`config.mk`:
```
export PLATFORM = sky130hd
export DESIGN_NAME = inst_issue_queue
export DESIGN_NICKNAME = d
export VERILOG_FILES = /design/src/rtl/inst_issue_queue.sv
export SDC_FILE = /design/constraint.sdc
export NUM_CORES = 1
export LEC_CHECK = 0
export BUFFER_PORTS_ARGS = -buffer_cell sky130_fd_sc_hd__buf_2
export CORE_ASPECT_RATIO = 0.8
export CORE_MARGIN = 10
export CORE_UTILIZATION = 40
export CTS_CLUSTER_SIZE = 24
export DETAILED_ROUTE_END_ITERATION = 8
export GPL_ROUTABILITY_DRIVEN = 0
export GPL_TIMING_DRIVEN = 0
export PLACE_DENSITY_LB_ADDON = 0.08
export SETUP_SLACK_MARGIN = 0.2
export SLEW_MARGIN = 20
export SYNTH_ARGS = -nofsm -noshare
export SYNTH_HDL_FRONTEND = slang
export SYNTH_HIERARCHICAL = 1
export SYNTH_SLANG_ARGS = --single-unit
```
`constraint.sdc`:
```
create_clock -name clk -period 5.4 [get_ports clk]
set_clock_uncertainty 0.1 [all_clocks]
set_input_delay 0.54 -clock clk [delete_from_list [all_inputs] [get_ports clk]]
set_output_delay 0.54 -clock clk [all_outputs]
set_load 0.02 [all_outputs]
```
`src/rtl/inst_issue_queue.sv`:
```
// Dual-slot instruction queue between fetch and ID. It takes up to two fetched
// instructions per cycle and presents the two oldest entries as an issue pair.
module inst_issue_queue #(
  parameter int DEPTH      = 8,
  parameter int ADDR_WIDTH = 32,
  parameter int DATA_WIDTH = 32
) (
  input  logic                     clk,
  input  logic                     rst,
  input  logic                     flush,
  input  logic [1:0]               push_valid,
  input  logic [ADDR_WIDTH-1:0]    push_pc0,
  input  logic [DATA_WIDTH-1:0]    push_inst0,
  input  logic [ADDR_WIDTH-1:0]    push_pc1,
  input  logic [DATA_WIDTH-1:0]    push_inst1,
  output logic                     push_ready,
  input  logic                     issue_ena,
  input  logic                     inst2_taken,
  output logic                     issue_valid_a,
  output logic [ADDR_WIDTH-1:0]    issue_pc_a,
  output logic [DATA_WIDTH-1:0]    issue_inst_a,
  output logic                     issue_valid_b,
  output logic [ADDR_WIDTH-1:0]    issue_pc_b,
  output logic [DATA_WIDTH-1:0]    issue_inst_b,
  output logic [$clog2(DEPTH):0]   count
);

  localparam int PW = $clog2(DEPTH);
  localparam int CW = PW + 1;

  logic [ADDR_WIDTH-1:0] pc_mem   [DEPTH];
  logic [DATA_WIDTH-1:0] inst_mem [DEPTH];

  logic [PW-1:0] head_q, head_d;
  logic [PW-1:0] tail_q, tail_d;
  logic [CW-1:0] count_q, count_d;

  logic [PW-1:0] head_p1_s;
  logic [PW-1:0] tail_p1_s;
  logic [1:0]    push_num_s;
  logic [1:0]    pop_num_s;
  logic          wr0_s;
  logic          wr1_s;

  // Readiness looks only at the registered occupancy, never at this cycle's pop.
  always_comb begin
    push_ready    = (count_q <= CW'(DEPTH - 2));
    issue_valid_a = (count_q >= CW'(1));
    issue_valid_b = (count_q >= CW'(2));
    head_p1_s     = head_q + PW'(1);
    tail_p1_s     = tail_q + PW'(1);
    count         = count_q;
  end

  // Push amount: 01 -> one entry, 11 -> two entries, 10/00 -> nothing.
  always_comb begin
    push_num_s = 2'd0;
    if (push_ready) begin
      case (push_valid)
        2'b01:   push_num_s = 2'd1;
        2'b11:   push_num_s = 2'd2;
        default: push_num_s = 2'd0;
      endcase
    end else begin
      push_num_s = 2'd0;
    end
  end

  // Pop amount: inst2_taken only counts when B actually holds an entry.
  always_comb begin
    pop_num_s = 2'd0;
    if (issue_ena && issue_valid_a) begin
      if (inst2_taken && issue_valid_b) begin
        pop_num_s = 2'd2;
      end else begin
        pop_num_s = 2'd1;
      end
    end else begin
      pop_num_s = 2'd0;
    end
  end

  // Next-state pointers and occupancy; flush discards any same-cycle push/pop.
  always_comb begin
    head_d  = head_q;
    tail_d  = tail_q;
    count_d = count_q;
    wr0_s   = 1'b0;
    wr1_s   = 1'b0;
    if (flush) begin
      head_d  = '0;
      tail_d  = '0;
      count_d = '0;
    end else begin
      head_d  = head_q + PW'(pop_num_s);
      tail_d  = tail_q + PW'(push_num_s);
      count_d = count_q + CW'(push_num_s) - CW'(pop_num_s);
      wr0_s   = (push_num_s != 2'd0);
      wr1_s   = (push_num_s == 2'd2);
    end
  end

  // Pointer and occupancy registers.
  always_ff @(posedge clk) begin
    if (rst) begin
      head_q  <= '0;
      tail_q  <= '0;
      count_q <= '0;
    end else begin
      head_q  <= head_d;
      tail_q  <= tail_d;
      count_q <= count_d;
    end
  end

  // Storage is deliberately not cleared by reset; validity comes from count.
  always_ff @(posedge clk) begin
    if (!rst && wr0_s) begin
      pc_mem[tail_q]   <= push_pc0;
      inst_mem[tail_q] <= push_inst0;
    end
    if (!rst && wr1_s) begin
      pc_mem[tail_p1_s]   <= push_pc1;
      inst_mem[tail_p1_s] <= push_inst1;
    end
  end

  // Issue pair read from head and head+1; invalid slots drive zero.
  always_comb begin
    issue_pc_a   = '0;
    issue_inst_a = '0;
    issue_pc_b   = '0;
    issue_inst_b = '0;
    if (issue_valid_a) begin
      issue_pc_a   = pc_mem[head_q];
      issue_inst_a = inst_mem[head_q];
    end else begin
      issue_pc_a   = '0;
      issue_inst_a = '0;
    end
    if (issue_valid_b) begin
      issue_pc_b   = pc_mem[head_p1_s];
      issue_inst_b = inst_mem[head_p1_s];
    end else begin
      issue_pc_b   = '0;
      issue_inst_b = '0;
    end
  end

  inst_issue_queue_chk #(
    .DEPTH (DEPTH),
    .PW    (PW),
    .CW    (CW)
  ) u_chk (
    .clk   (clk),
    .rst   (rst),
    .head  (head_q),
    .tail  (tail_q),
    .count (count_q)
  );

endmodule

// Simulation-only invariant checks on the queue bookkeeping.
module inst_issue_queue_chk #(
  parameter int DEPTH = 8,
  parameter int PW    = 3,
  parameter int CW    = 4
) (
  input logic          clk,
  input logic          rst,
  input logic [PW-1:0] head,
  input logic [PW-1:0] tail,
  input logic [CW-1:0] count
);

  logic [PW-1:0] span_s;

  // Distance from head to tail must always equal occupancy modulo DEPTH.
  always_comb begin
    span_s = tail - head;
  end

  // Occupancy bound and pointer consistency.
  always @(posedge clk) begin
    if (!rst) begin
      assert (count <= CW'(DEPTH))
        else $error("issue queue occupancy %0d exceeds depth", count);
      assert (span_s == count[PW-1:0])
        else $error("issue queue pointers inconsistent with occupancy %0d", count);
    end
  end

endmodule

```
After elaboration in Yosys (flattened, before gate mapping)
Memory sizes are Yosys's and may differ from the RTL's. A register that Yosys moved wholly into a read port is not among the register bits.
Index checks and enable logic that the tools add are counted.
{ "op_classes": {"div": 0, "mul": 0, "eq_ne": 3, "n_lt_le_gt_ge": 3, "n_bitwise": 0, "n_reduce_logical": 7, "n_addsub": 6, "n_mux": 16, "shifts": 0} }
{ "ops": {"columns": ["operator", "n"], "rows": [
  ["$mux 32", 4],
  ["$add 3x1->3 const B", 2],
  ["$add 3x2->3", 2],
  ["$mux 1", 6],
  ["$mux 2", 3],
  ["$mux 3", 2],
  ["$add 4x2->4", 1],
  ["$eq 2x2->1 const B", 2],
  ["$ge 4x1->1 const B", 1],
  ["$ge 4x2->1 const B", 1],
  ["$le 4x3->1 const B", 1],
  ["$logic_and 1x1->1", 4],
  ["$pmux 2 s2", 1],
  ["$sub 4x2->4", 1],
  ["$eq 2x1->1 const B", 1],
  ["$reduce_bool 2->1", 1],
  ["$reduce_or 2->1", 1],
  ["$logic_not 1->1", 1]
]} }
{ "word_totals": {"memories": 2, "elab_cells": 40, "in_bits": 135, "regBits": 10, "rom_bits": 0, "latch_bits": 0, "ram_bits": 512, "output_inout_bits": 135} }
{ "mem_list": {"columns": ["name", "depth", "width", "read_ports", "rd_clocked_by_memory_dff", "write_ports", "line_no", "rtl"], "rows": [
  ["inst_mem", 8, 32, 2, 1, 2, "32", "logic [DATA_WIDTH-1:0] inst_mem [DEPTH];"],
  ["pc_mem", 8, 32, 2, 1, 2, "31", "logic [ADDR_WIDTH-1:0] pc_mem [DEPTH];"]
]} }

Logic depth before layout (Yosys ltp)
Gate-level depths: netlist of the first run.
{ "depth": {"depth_word": 8, "mapped_depth": 14} }

Worst setup path before layout of the first run
Ideal clock, no wire load.
{ "synth_timing": {"kind": "register to register", "startpoint": "register count_q[3] (netlist: count[3])", "endpoint": "memory inst_mem[2][0] (enable)", "stages_incl_launch_ff": 7, "synth_period_minus_slack_ns": 4.972, "n_path_buf": 1, "slack_ns": 0.428, "required_time_ns": 4.793, "arrival_ns": 4.365, "setup_time_ns": 0.507, "path_cell_list": "dfxtp_1 > inv_1 > ha_1 > nand3_1 > nand3b_4 > buf_2 > a21oi_1"} }
{ "synth_rtl": {"columns": ["item", "line_no", "rtl"], "rows": [
  ["from (decl)", "36", "logic [CW-1:0] count_q, count_d;"],
  ["from (signal assigned)", "112", "count_q <= count_d;"],
  ["to (decl)", "32", null]
]} }

Worst setup path in the final report of the first run
{ "layout_timing": {"startpoint": "register head_q[1]", "endpoint": "output issue_inst_b[31]"} }
{ "layout_between": {"elab_chain_len": 3} }
{ "layout_rtl": {"columns": ["item", "line_no", "rtl"], "rows": [
  ["from (decl)", "34", "logic [PW-1:0] head_q, head_d;"],
  ["from (signal assigned)", "106", "head_q <= '0;"],
  ["from (signal assigned)", "110", "head_q <= head_d;"],
  ["$add 3x1->3", "50", "head_p1_s = head_q + PW'(1);"],
  ["$mem_v2 8x32", null, null],
  ["$mux 32", "141", "if (issue_valid_b) begin"],
  ["to (decl)", "24", "output logic [DATA_WIDTH-1:0] issue_inst_b,"]
]} }
No other way between the ends.

==> summary.md, run 1 <==
| Metric | Value |
|---|---|
| Status | `finished, final reports clean` |
| Total of flip-flops plus latches after synthesis | `between 500 and 600` |
| Signed area change from the synthesized netlist to the final layout | `18.4%` |
| Aggregate negative setup slack | `0 ns` |
| Global routing usage summed across all routing layers | `0.230` |
| Share of synthesized area occupied by flip-flops and latches | `0.514` |
| CTS Buf Count | `59` |
| Routed length per placed instance | `31.0 um` |
| Sort of element at the start of the critical path | `flop` |
| Pwr per Cell Area | `361 mW/mm^2` |
| Distinct cell type count of the synthesized netlist | `39` |
| Final count of negative-setup-slack endpoints | `0` |
| Maximum clock insertion buffer count | `3` |
| Final wirelength | `102000 um` |
| Transition at the pin with the smallest max-transition slack | `between 1 and 1.5 ns` |
| Count of clock tree sinks | `522` |
| Maxcap violations | `0` |
| Routed vias | `19.5k` |
| Post-Synthesis Cell Area | `between 0.03 and 0.04 mm^2` |
| Most used flip-flop cell after synthesis | `edfxtp_1` |
| Worst EP required | `around 4.8 ns` |
| CTS clock-pin slew for the worst setup and hold paths | `0.06 ns` |
| Critical path class | `flop to output port` |
| Placement row count | `90` |
| Path class of the lowest-slack min-delay path | `input pin to flop` |
| Cell with the largest stage delay on the worst path | `buf_1` |
| Level count of the clock H-tree | `2` |
| Number of enable flip-flop cells after synthesis | `512` |
| Largest net degree at the start of global routing | `18` |
| Total grt overflow | `0` |
| Initial DRC count | `1817` |
| Setup fix buffers added after clock tree synthesis | `0` |
| Std-Cell Core Area | `0.0752 mm^2` |
| Hold buffer count at cts | `0` |
| Die outline area | `0.0872 mm^2` |
| Worst rel slew slack | `0.262` |
| Worst slack on hold paths | `0.198 ns` |
| Share of layout cells above drive strength 1 | `0.544` |
| Unrepaired setup endpoints after global routing | `no` |
| Sequence of cells on the critical path | `ha_1 > clkbuf_1 > buf_1 > mux4_2 > nand2_1 > a21oi_1 > buf_2` |
| Yosys Warn Count | `6` |
| Clock period minus worst slack | `4.75 ns` |
| Post-route setup slack | `~0.65 ns` |
| First-pass GRT wire length | `147000 um` |
| Final number of max-transition violations | `0` |
| Number of antenna violations at the first check in global routing | `20` |
| Die width | `approximately 330 um` |
| DR pass1 iterations | `5` |
| DRC errors left | `0` |
| Detail Route Antenna Nets | `0` |
| Worst setup slack for register-to-register paths | `1.57 ns` |
| Count of fill cells added during filler insertion | `6613` |
| Count of boundary I/O pins | `270` |
| Clock root buffer | `clkbuf_16` |
| Number of global-route vias before repair | `20.6k` |
| Worst IR drop on VDD | `between 0.2 and 0.25 mV` |
| IO buf count | `roughly 270` |
| Final hold violation count | `0` |
| Post-Synthesis Net Count | `around 2.0k` |
| Detailed-placement wirelength estimate | `69100 um` |
| Endpoint kind of the worst setup timing path | `output port` |
| Starting utilization of the core area | `0.403` |
| FFs w/ async S/R, synth | `0` |
| Worst skew pair latency | `about 0.63 ns` |
| Worst setup slack after placement | `approximately 1.4 ns` |
| CP arrival | `approximately 4.1 ns` |
| Mean number of vias per cell | `about 6` |
| Mean instance size in the synthesized netlist | `16.3 um^2` |
| Post-CTS sizing | `0` |
| Net count reported at finish | `2376` |
| TritonCTS clock tree | `built` |
| Fmax achieved | `0.211 GHz` |
| Die extent in y | `266 um` |
| Top fanout value on the critical path | `10` |
| Period utilization | `0.879` |
| Largest incremental delay on the critical path | `0.84 ns` |
| Instance count of the mapped netlist | `1857` |
| Leak | `~12 nW` |
[cells in the mapped netlist (11+ instances only)]
master / instances / area (um^2)
edfxtp_1: 512 / 15400
mux2_2: 484 / 5450
nand2_1: 135 / 507
buf_2: 68 / 340
ha_1: 11 / 138
mux4_2: 256 / 5770
mux2_1: 28 / 315
nor2_1: 80 / 300
mux2i_1: 64 / 641
buf_6: 12 / 135
clkbuf_1: 54 / 203
inv_1: 13 / 48.8
a21oi_1: 68 / 340
[flip-flops by register name, summed over array words and instances, names as in the netlist]
signal and count:
inst_mem 256, tail_q 3, pc_mem 256, head_q 3
count 4
[cells in the final DEF (no fill, tap or decap), types with 3 or more instances in the layout]
| master | synthesis | final |
|---|---|---|
| nand3_1 | 5 | 5 |
| clkbuf_8 | 0 | 4 |
| ha_1 | 11 | 11 |
| a32oi_1 | 4 | 4 |
| buf_12 | 0 | 6 |
| buf_6 | 12 | 14 |
| bufinv_16 | 0 | 4 |
| clkinv_1 | 0 | 9 |
| buf_16 | 0 | 29 |
| nor2_4 | 0 | 6 |
| nor3_4 | 3 | 4 |
| clkbuf_16 | 0 | 60 |
| clkbuf_1 | 54 | 66 |
| fa_1 | 4 | 4 |
| nor2_1 | 80 | 74 |
| clkbuf_2 | 0 | 7 |
| clkinv_2 | 0 | 8 |
| and2_1 | 9 | 9 |
| nand2_1 | 135 | 135 |
| mux2_2 | 484 | 484 |
| clkinvlp_4 | 0 | 3 |
| inv_1 | 13 | 13 |
| mux2_1 | 28 | 28 |
| buf_2 | 68 | 337 |
| a21oi_1 | 68 | 66 |
| edfxtp_1 | 512 | 512 |
| dfxtp_1 | 10 | 10 |
| mux4_2 | 256 | 256 |
| xnor2_1 | 4 | 3 |
| mux2i_1 | 64 | 64 |
| buf_1 | 10 | 7 |
| diode_2 | 0 | 9 |
[stage by stage]
stage | std cells | power [mW] | area, um^2 | utilization
3_3_place_gp | 3138 | 9.01 | 32900 | 0.437
4_1_cts | 3284 | 13.0 | 35800 | 0.476
3_5_place_dp | 3177 | 9.07 | 34000 | 0.451
2_1_floorplan | 1857 | 7.23 | 30300 | -
6_report | 3293 | 12.9 | 35800 | 0.477
5_1_grt | 3286 | 13.4 | 35800 | 0.476
[final cells by class]
| cell class | count | area (um^2) | share of cell area |
|---|---|---|---|
| timing repair buffer | 308 | 2320 | 0.0646 |
| clock buffer | 80 | 1620 | 0.0451 |
| buffer | 144 | 724 | 0.0202 |
| tap | 1012 | 1270 | 0.0353 |
| clock inverter | 27 | 250 | 0.00698 |
| inverter | 13 | 48.8 | 0.00136 |
| sequential | 522 | 15600 | 0.434 |
| multi-input combinational | 1178 | 14000 | 0.391 |
| antenna | 9 | 22.5 | 0.000628 |
[worst max-delay path: cells and delay by family, from the launching register on]
family / cells / cell delay [ns]
buf+inv: 3 / 1.83
compound gates: 1 / 0.55
mux: 1 / 0.38
flops: 1 / 0.35
fa+ha+maj: 1 / 0.30
simple gates: 1 / 0.06
[where the power goes]
group | leakage (nW) | switching (mW) | internal [mW]
registers | 4.70 | 0.0395 | 4.53
clock network | 0.905 | 1.71 | 2.28
logic | 6.31 | 2.89 | 1.48
[cells by family (layout without fill, tap and decap cells)]
family | count (synthesis) | after routing | synth area share
compound gates | 79 | 79 | 0.0139
xor+xnor | 8 | 8 | 0.00281
fa+ha+maj | 15 | 15 | 0.00719
buf+inv | 157 | 572 | 0.0252
flops | 522 | 522 | 0.514
mux | 832 | 832 | 0.402
other cells | 0 | 9 | 0
simple gates | 244 | 244 | 0.0344
[worst paths after layout]
check,start,endpoint,cells past startpoint
worst max-delay path,head_q[1],issue_inst_b[31],7
worst min-delay path,push_inst1[19],inst_mem[1][19],2
worst max register to register,count[2],count[3],13
worst min register to register,head_q[0],head_q[0],2
[per-layer routing]
| layer | part of all wire | global-route usage | wire length [um] |
|---|---|---|---|
| met3 | 0.070 | 0.0466 | 7120 |
| met1 | 0.42 | 0.305 | 42700 |
| met4 | 0.023 | 0.0584 | 2300 |
| met2 | 0.49 | 0.383 | 49800 |
| met5 | 0.0012 | 0 | 125 |
Note: power is estimated with default switching activity, not from simulation.
==> run 2, diff against run 1 <==
--- a/config.mk
+++ b/config.mk
@@ -8,7 +8,7 @@
 export BUFFER_PORTS_ARGS = -buffer_cell sky130_fd_sc_hd__buf_2
 export CORE_ASPECT_RATIO = 0.8
 export CORE_MARGIN = 10
-export CORE_UTILIZATION = 40
+export CORE_UTILIZATION = 50
 export CTS_CLUSTER_SIZE = 24
 export DETAILED_ROUTE_END_ITERATION = 8
 export GPL_ROUTABILITY_DRIVEN = 0
==> summary.md, run 2 (synthesized netlist as in run 1, its figures left out) <==
| Metric | Value |
|---|---|
| Net count reported at finish | `2372` |
| Hold buffer count at cts | `0` |
| Worst IR drop on VDD | `roughly 0.23 mV` |
| Die width | `295 um` |
| Cell with the largest stage delay on the worst path | `clkbuf_1` |
| First-pass GRT wire length | `140000 um` |
| Most frequent cells in the layout | `edfxtp_1, mux2_2, buf_2` |
| Initial DRC count | `2193` |
| Cell seen most often among critical-path stages | `buf_2` |
| Fmax achieved | `0.213 GHz` |
| Largest net degree at the start of global routing | `20` |
| DRC errors left | `0` |
| Maxcap violations | `0` |
| Routed length per placed instance | `31.5 um` |
| Most frequent standard cell in the layout excluding fill and tap cells | `edfxtp_1` |
| Leak | `11.9 nW` |
| Post-CTS sizing | `0` |
| Die outline area | `0.0709 mm^2` |
| Final number of max-transition violations | `0` |
| Clock power frac | `0.295` |
| Global routing usage summed across all routing layers | `0.269` |
| Starting utilization of the core area | `0.507` |
| Logic gate share of total power | `0.342` |
| Number of global-route vias before repair | `~21k` |
| IO buf count | `around 270` |
| Status | `finished, final reports clean` |
| CP Buf/Inv Count | `5` |
| Clock period minus worst slack | `4.70 ns` |
| Detail Route Antenna Nets | `0` |
| Post-route setup slack | `roughly 0.7 ns` |
| Placed Area | `approximately 0.034 mm^2` |
| Transition at the pin with the smallest max-transition slack | `1.18 ns` |
| Sequential share of power | `0.363` |
| CTS Buf Count | `56` |
| Worst EP required | `roughly 4.8 ns` |
| Maximum clock insertion buffer count | `3` |
| Final count of negative-setup-slack endpoints | `0` |
| Post-layout util | `0.593` |
| Pwr per Cell Area | `about 360 mW/mm^2` |
| Routed vias | `around 20k` |
| Worst setup slack after placement | `1.41 ns` |
| Area taken by multi-input logic gates | `0.0140 mm^2` |
| CP arrival | `4.06 ns` |
| Internal Pwr Total | `8.09 mW` |
| Worst rel slew slack | `0.214` |
| Critical path class | `flop to output port` |
| Total grt overflow | `0` |
| Mean number of vias per cell | `around 6.5` |
| Sort of element at the start of the critical path | `flop` |
| Level count of the clock H-tree | `2` |
| Die extent in y | `240 um` |
| Signed area change from the synthesized netlist to the final layout | `17.0%` |
| Number of antenna violations at the first check in global routing | `16` |
| Detailed-placement wirelength estimate | `65000 um` |
| Path class of the lowest-slack min-delay path | `input pin to flop` |
| Count of clock tree sinks | `522` |
| Final instance area | `around 0.035 mm^2` |
| Setup fix buffers added after clock tree synthesis | `0` |
| Total instance count after detailed placement | `around 3k` |
| Count of fill cells added during filler insertion | `4624` |
| Std-Cell Core Area | `between 0.05 and 0.06 mm^2` |
| Sequential cell area in the final layout | `0.0156 mm^2` |
| Top fanout value on the critical path | `10` |
| Switching part of the total | `0.358` |
| Endpoint kind of the worst setup timing path | `output port` |
| Worst slack on hold paths | `0.211 ns` |
| Fin cells | `roughly 3k` |
| Count of boundary I/O pins | `270` |
| Largest registers | `inst_mem: 256 flops, pc_mem: 256 flops, count: 4 flops` |
| Clock root buffer | `clkbuf_16` |
| TritonCTS clock tree | `built` |
| CP top delay family | `buffers and inverters` |
| Share of layout cells above drive strength 1 | `0.539` |
| Final wirelength | `about 96000 um` |
| Final hold violation count | `0` |
| Placement row count | `80` |
| DR pass1 iterations | `5` |
| Sequence of cells on the critical path | `buf_2 > buf_2 > clkbuf_1 > buf_1 > mux4_2 > mux2i_1 > nor2_1 > buf_2` |
| CTS clock-pin slew for the worst setup and hold paths | `0.06 ns` |
| Worst skew pair latency | `about 0.62 ns` |
| Period utilization | `0.870` |
| Largest incremental delay on the critical path | `0.79 ns` |
| Unrepaired setup endpoints after global routing | `no` |
| Net switching power | `between 4 and 5 mW` |
==> run 2: cell types whose count changed in the layout (fill, tap and decap cells not counted), moves of 2 or more <==
cell / delta
buf_12: -3
buf_16: +4
clkbuf_16: -3
clkbuf_2: -4
clkbuf_8: -4
clkinv_1: +9
clkinv_2: +2
clkinvlp_4: -3
==> run 2: metrics by stage <==
step	total power [mW]	TNS, ns
3_5_place_dp	8.96	0
5_1_grt	13.1	0
6_report	12.6	0
4_1_cts	12.6	0
2_1_floorplan	7.23	0
3_3_place_gp	8.89	-1571.15
==> run 2: final timing paths <==
path	from	endpoint	slack [ns]	cells after the start
max	head_q[0]	issue_inst_a[22]	0.70	8
min	push_pc1[7]	pc_mem[0][7]	0.21	2
max reg2reg	count[2]	count[3]	1.52	13
min reg2reg	head_q[0]	head_q[0]	0.55	2
==> run 2: layout make-up <==
class                   count  share of cell area
flip-flops and latches    522               0.440
clock inverters            34             0.00668
inverters                  13             0.00138
plain buffers             144              0.0203
well taps                 779              0.0275
repair buffers            307              0.0661
clock buffers              71              0.0418
diodes                      9            0.000636
multi-input cells        1178               0.396
==> run 2: metal layers <==
layer  part of all wire  GRT usage
met5            0.00089          0
met4              0.029     0.0920
met1               0.40      0.361
met2               0.48      0.431
met3              0.088     0.0590
==> run 2: worst register-to-register path, stage by stage (launching register included) <==
cell,delay [ns]
dfxtp_1,0.40
inv_1,0.11
ha_1,0.21
o21ai_0,0.15
and2_1,0.19
clkbuf_1,0.78
nor3b_1,0.34
fa_1,0.61
inv_1,0.07
ha_1,0.28
a21o_1,0.18
a21oi_1,0.17
xnor2_1,0.13
nor2_1,0.05
==> run 2: power by group through the flow <==
stage               clock, mW  sequential (mW)  combinational, mW
floorplan                   0             4.66               2.57
global placement            0             4.67               4.22
detailed placement          0             4.66               4.30
CTS                      3.76             4.57               4.32
global route             3.93             4.58               4.56
finish                   3.72             4.57               4.31
